## src/rtl/mux_8_1_tdm_v.sv

```systemverilog
// Time-division 8:1 multiplexer: captures a parallel byte and presents it one bit
// per slot (bit n in slot n) with the slot index alongside, for a 1:8 demux receiver.
module mux_8_1_tdm_v #(
    parameter int SLOT_CYCLES = 1
) (
    input  logic       i_clk,
    input  logic       i_rst,
    input  logic [7:0] i_code,
    input  logic       i_load,
    output logic       o_ready,
    output logic       o_a,
    output logic [2:0] o_sel_code,
    output logic       o_valid,
    output logic       o_done
);

    localparam int CNT_W = (SLOT_CYCLES > 1) ? $clog2(SLOT_CYCLES) : 1;
    localparam logic [CNT_W-1:0] CNT_LAST = CNT_W'(SLOT_CYCLES - 1);

    typedef enum logic [1:0] {
        ST_IDLE,
        ST_SEND,
        ST_DONE
    } state_t;

    state_t           state_reg, state_next;
    logic [7:0]       shadow_reg, shadow_next;
    logic [CNT_W-1:0] slot_cnt_reg, slot_cnt_next;
    logic [2:0]       sel_reg, sel_next;

    logic             a_reg, a_next;
    logic [2:0]       sel_code_reg, sel_code_next;
    logic             valid_reg, valid_next;
    logic             done_reg, done_next;

    always_ff @(posedge i_clk or posedge i_rst) begin
        if (i_rst) begin
            state_reg    <= ST_IDLE;
            shadow_reg   <= '0;
            slot_cnt_reg <= '0;
            sel_reg      <= '0;
            a_reg        <= 1'b0;
            sel_code_reg <= '0;
            valid_reg    <= 1'b0;
            done_reg     <= 1'b0;
        end else begin
            state_reg    <= state_next;
            shadow_reg   <= shadow_next;
            slot_cnt_reg <= slot_cnt_next;
            sel_reg      <= sel_next;
            a_reg        <= a_next;
            sel_code_reg <= sel_code_next;
            valid_reg    <= valid_next;
            done_reg     <= done_next;
        end
    end

    always_comb begin
        state_next    = state_reg;
        shadow_next   = shadow_reg;
        slot_cnt_next = slot_cnt_reg;
        sel_next      = sel_reg;

        case (state_reg)
            ST_IDLE: begin
                if (i_load) begin
                    state_next    = ST_SEND;
                    shadow_next   = i_code;
                    sel_next      = 3'd0;
                    slot_cnt_next = '0;
                end
            end
            ST_SEND: begin
                if (slot_cnt_reg == CNT_LAST) begin
                    slot_cnt_next = '0;
                    if (sel_reg == 3'd7) begin
                        state_next = ST_DONE;
                    end else begin
                        sel_next = sel_reg + 3'd1;
                    end
                end else begin
                    slot_cnt_next = slot_cnt_reg + CNT_W'(1);
                end
            end
            ST_DONE: begin
                state_next = ST_IDLE;
            end
            default: begin
                state_next = ST_IDLE;
            end
        endcase
    end

    // Outputs are registered from the next-state values so they line up with the state.
    always_comb begin
        valid_next    = (state_next == ST_SEND);
        done_next     = (state_next == ST_DONE);
        sel_code_next = valid_next ? sel_next : 3'd0;
        a_next        = valid_next ? shadow_next[sel_next] : 1'b0;
    end

    assign o_ready    = (state_reg == ST_IDLE);
    assign o_a        = a_reg;
    assign o_sel_code = sel_code_reg;
    assign o_valid    = valid_reg;
    assign o_done     = done_reg;

endmodule

```

## config.mk

```make
export PLATFORM = sky130hd
export DESIGN_NAME = mux_8_1_tdm_v
export DESIGN_NICKNAME = d
export VERILOG_FILES = /design/src/rtl/mux_8_1_tdm_v.sv
export SDC_FILE = /design/constraint.sdc
export NUM_CORES = 1
export LEC_CHECK = 0
export ABC_AREA = 1
export CORE_MARGIN = 5
export CORE_UTILIZATION = 43
export DETAILED_ROUTE_END_ITERATION = 7
export PLACE_DENSITY = 0.7
export SLEW_MARGIN = 40
export SYNTH_ARGS = -nofsm -noshare
export SYNTH_HDL_FRONTEND = slang
export SYNTH_SLANG_ARGS = --single-unit
export TNS_END_PERCENT = 20
```

## constraint.sdc

```tcl
create_clock -name i_clk -period 1.5 [get_ports i_clk]
set_clock_uncertainty 0.15 [all_clocks]
set_input_delay 0.225 -clock i_clk [delete_from_list [all_inputs] [get_ports i_clk]]
set_output_delay 0.225 -clock i_clk [all_outputs]
set_load 0.02 [all_outputs]
```

== After elaboration in Yosys (flattened, before gate mapping) ==
Cells that the tools add are included.
W data, S select, Z words.

* Bits of input ports: 11
* Output and inout bits: 7
* Register bits after elaboration: 20
* Word-level logic and storage cells: 36

* Equality and inequality tests: 5
* Reductions and logical operators: 3
* $lt $le $gt $ge: 1
* Mux-type cells: 17
* $add $sub $neg: 2

{| class="wikitable"
|+ Operators with widths
! cell !! count
|-
| $mux W8 || 2
|-
| $mux W3 || 4
|-
| $mux W2 || 3
|-
| $pmux W3 S2 || 1
|-
| $eq A2 B1 Y1 const B || 2
|-
| $lt A3 B4 Y1 const B || 1
|-
| $mux W1 || 4
|-
| $pmux W2 S2 || 1
|-
| $add A3 B1 Y3 const B || 1
|-
| $bmux W1 S3 || 1
|-
| $eq A3 B3 Y1 const B || 1
|-
| $eq A2 B2 Y1 const B || 1
|-
| $logic_not A2 Y1 || 1
|-
| $ne A2 B2 Y1 const B || 1
|-
| $pmux W1 S2 || 1
|-
| $reduce_and A2 Y1 || 1
|-
| $reduce_bool A2 Y1 || 1
|-
| $add A1 B1 Y1 const B || 1
|}

== Depth between registers and ports, before layout ==
* Word-level depth: 7
* Depth in mapped cells: 9
* Mapped depth without buffers: 9

== Least setup slack after synthesis ==
No wires, ideal clock.

* Path kind: reg-to-reg
* From: register sel_reg[0]
* To: register a_reg, in the netlist o_a
* Slack: -0.078 ns
* Path buffers: 0
* Clock period less this slack: 1.578 ns
* Cell stages (with the launch flop): 10
* Data required time: 1.233 ns
* Library setup time: 0.117 ns
* Arrival: 1.311 ns
* Cell sequence: dfrtp_1 -> ha_1 -> nand2_1 -> o21bai_1 -> nand2_1 -> nand3_1 -> nand2_1 -> nand3_1 -> nand3_1 -> nand2_1

* Longest elaborated chain between the ends: 7
* Elaborated cells between the ends (all ways): 13
* Those cells by class: add/sub: 1; eq/ne: 2; mux: 10

{| class="wikitable"
|+ RTL lines
! element !! RTL line !! text
|-
| start, declared || 29 || <nowiki>logic [2:0] sel_reg, sel_next;</nowiki>
|-
| start signal, assigned || 50 || <nowiki>sel_reg <= sel_next;</nowiki>
|-
| $add A3 B1 Y3 or $eq A3 B3 Y1 (tied branches) || 79, 76 ||
|-
| $mux W3 || 76 || <nowiki>if (sel_reg == 3'd7) begin</nowiki>
|-
| $mux W3 || 74 || <nowiki>if (slot_cnt_reg == CNT_LAST) begin</nowiki>
|-
| $pmux W3 S2 || 64 || <nowiki>case (state_reg)</nowiki>
|-
| $bmux W1 S3 || 99 || <nowiki>a_next = valid_next ? shadow_next[sel_next] : 1'b0;</nowiki>
|-
| $mux W1 (implied by the code) || 99 ||
|-
| $mux W1 (*) || 99 ||
|-
| named net a_next || 31 || <nowiki>logic a_reg, a_next;</nowiki>
|-
| end signal, assigned || 51 || <nowiki>a_reg <= a_next;</nowiki>
|-
| end, declared || 31 ||
|}

The timed path passes the listed nets; every way through them passes the cells marked *. The select of a mux whose other input is x is not followed.
A chain may end at the register's enable or synchronous reset.

== Worst setup path after layout ==
* From: register sel_reg[1]
* To: register a_reg, in the netlist o_a

Same word-level chain as after synthesis.

==> flow_summary.toml <==
[outcome]
status = "finished, violations left"
violations = "setup timing"

[timing]
clock.fmax_mhz = 632
timing.final.crit_period_ns = 1.58
final.hold.worst_slack_ns = 0.0933
final.setup.worst_slack_ns = -0.0816
grt_setup_unrepaired = "yes"
timing.final.crit_share = 1.05
final_hold_viol_count = 0
finalSetupViolCount = 1
slew_headroom = 0.819
fin_tns_setup_ns = -0.0816
tightest_slew_ns = 0.271
report.final.slew_viol_count = 0

[synth]
ys_types = 17
postSynthRegisterBits = 19
postSynthCellCount = 92
netlist_area_um2 = 825
seq_area_frac_synth = 0.577
syn-mean-instance-area_um2 = 8.96
postSynthNetCount = 104
synth-warning-count = 0

[worst_hold_path]
worst_hold_path_type = "input port to asynchronous set/reset pin"

[die]
std_cell_rows = 15
coreArea_mm2 = 0.00178
ioPinCount = 18
initial_core_util = 0.462
die_outline_area_mm2 = 0.00289
die_height_um = 53.8
die_w_um = 53.8

[routing]
detailedRoute.firstPassIterationCount = 4
route.antenna.remaining_nets = 0
overall_via_count_from_detail_route = 723
detail_route.vias_per_cell = 4.63
totalWireLength_um = 1680
drc = 0
drt_first_iter_violations = 14
detail_route.wl_per_cell_um = 10.8

[layout]
num-nets-final = 144
post-route-cell-area_mm2 = 0.00122
reg_area_um2 = 477
n_antenna_cell = 0
num-fill-cells = 155
multi_input_area_um2 = 344
fraction_of_final_layout_cells_sized_beyond_drive_strength_1 = 0.305
final_core_util = 0.686
fin_cells = 156
largest_register_ffs = 8
area_growth_pct = 48.3

[critical_path]
critPathKind = "flop to flop"
regToRegStartpoint = "sel_reg[1]$_DFF_PP0_"
critPathMaxFanout = 4
startpoint = "sel_reg[1]$_DFF_PP0_"
crit_arrival_ns = 1.63
setup.worst_path.end_class = "flop"
crit_path_start_kind = "flop"
required_worst_endpoint_ns = 1.54

[power]
p_total_mw = 2.75
power_leakage_nw = 0.654
vdd.ir_drop.worst_mv = 1.30
pwr_density_cell_mw_per_mm2 = 2250

[placed_design]
dpl.cell_count = 151
place_ws_ns = -0.256
buffer_ports.inserted = 17
placement.cell_area_mm2 = 0.00116
place.gp.congestion = 0.811
dp_hpwl_um = 1280

[clock_network]
cts_tree = "done"
cts-htree-levels = 1
cts-buffers-inserted = 3
clock_latency_ns = 0.29
clockBufferDepth = 2
cts-root-buf = "sky130_fd_sc_hd__clkbuf_4"
clk_transition_reported_paths_ns = 0.10
clkSinkCount = 19

[grt]
grt_use_total = 0.148
largest_net_degree_at_the_start_of_global_routing = 20
initial_antenna_violation_count = 0
grt_pass1_wl_um = 2980
number_of_global_route_vias_before_repair = 692
globalRouteOverflowTotal = 0

[job]
max-cap-violations = 0
[worst max-delay path, stage by stage, from the launching register on]
cell,delay [ns]
sky130_fd_sc_hd__dfrtp_1,0.43
sky130_fd_sc_hd__ha_4,0.17
sky130_fd_sc_hd__nand2_4,0.06
sky130_fd_sc_hd__o21bai_1,0.15
sky130_fd_sc_hd__nand2_1,0.11
sky130_fd_sc_hd__buf_6,0.14
sky130_fd_sc_hd__nand3_1,0.07
sky130_fd_sc_hd__nand3_1,0.07
sky130_fd_sc_hd__nand3_1,0.08
sky130_fd_sc_hd__nand2_1,0.05
[layer usage]
metal	part of all wire	wire, um	GRT usage	vias to the layer above
met5	0	0	0	-
met4	0.026	44	0.0894	0
met3	0.033	55	0.0332	4
met2	0.46	770	0.216	16
met1	0.48	812	0.198	325
li1	-	-	-	378
[cells in the final DEF (no fill, tap or decap), types with 2 or more instances in the layout]
cell                              count
sky130_fd_sc_hd__buf_4               18
sky130_fd_sc_hd__clkbuf_4             3
sky130_fd_sc_hd__clkdlybuf4s50_1     10
sky130_fd_sc_hd__dfrtp_1             18
sky130_fd_sc_hd__dlygate4sd2_1        6
sky130_fd_sc_hd__inv_1                5
sky130_fd_sc_hd__inv_2                4
sky130_fd_sc_hd__nand2_1             31
sky130_fd_sc_hd__nand2_2              2
sky130_fd_sc_hd__nand3_1             12
sky130_fd_sc_hd__nand3_2              3
sky130_fd_sc_hd__nor2_1               3
sky130_fd_sc_hd__nor3_1               2
[timing repair]
action                                  in CTS  in global routing
pin swaps                                    1                  9
buffers inserted                             0                  1
endpoints found under the setup margin       8                  4
resized for setup                            8                  9
hold buffers                                 0                  0
[worst paths after layout]
path                                            to  slack [ns]  cells after the start
hold / removal             shadow_reg[6]$_DFF_PP0_        0.09                      3
max in group asynchronous   state_reg[1]$_DFF_PP0_        0.90                      3
hold reg to reg            shadow_reg[4]$_DFF_PP0_        0.36                      2
min in group i_clk         shadow_reg[4]$_DFF_PP0_        0.36                      2
setup / recovery                     o_a$_DFF_PP0_       -0.08                      9
setup reg to reg                     o_a$_DFF_PP0_       -0.08                      9
[area by class of cell]
cell class                      instances  area share
Clock buffer                            4      0.0215
Inverter                               10      0.0328
Multi-Input combinational cell         62       0.281
Sequential cell                        19       0.390
Tap cell                               25      0.0256
Timing Repair Buffer                   36       0.249
[Yosys cell counts]
master	n	share of area
sky130_fd_sc_hd__inv_2	5	0.023
sky130_fd_sc_hd__o21ai_2	1	0.011
sky130_fd_sc_hd__nor2_2	1	0.0076
sky130_fd_sc_hd__nand3_1	15	0.091
sky130_fd_sc_hd__dfrtp_1	19	0.58
sky130_fd_sc_hd__nor2_1	3	0.014
sky130_fd_sc_hd__o21ai_1	1	0.0061
sky130_fd_sc_hd__buf_6	1	0.014
sky130_fd_sc_hd__nor2_4	1	0.014
sky130_fd_sc_hd__ha_1	1	0.015
sky130_fd_sc_hd__inv_1	5	0.023
sky130_fd_sc_hd__o21bai_1	1	0.0091
sky130_fd_sc_hd__nand2_1	32	0.15
sky130_fd_sc_hd__a22o_1	1	0.011
sky130_fd_sc_hd__nand2_4	1	0.014
sky130_fd_sc_hd__nand2_2	2	0.015
sky130_fd_sc_hd__nor3_1	2	0.012
[power breakdown]
part / total [mW] / leakage (nW) / switching [mW] / internal, mW
logic: 1.64 / 0.405 / 0.868 / 0.767
clock network: 0.254 / 0.0150 / 0.151 / 0.103
registers: 0.859 / 0.234 / 0.113 / 0.747
total: 2.75 / 0.654 / 1.13 / 1.62
[kinds of logic after synthesis]
logic type / synth area share
fa+ha+maj: 0.0152
buf+inv: 0.0592
flops: 0.577
simple gates: 0.313
compound gates: 0.0364
(Power assumes the default switching activity.)
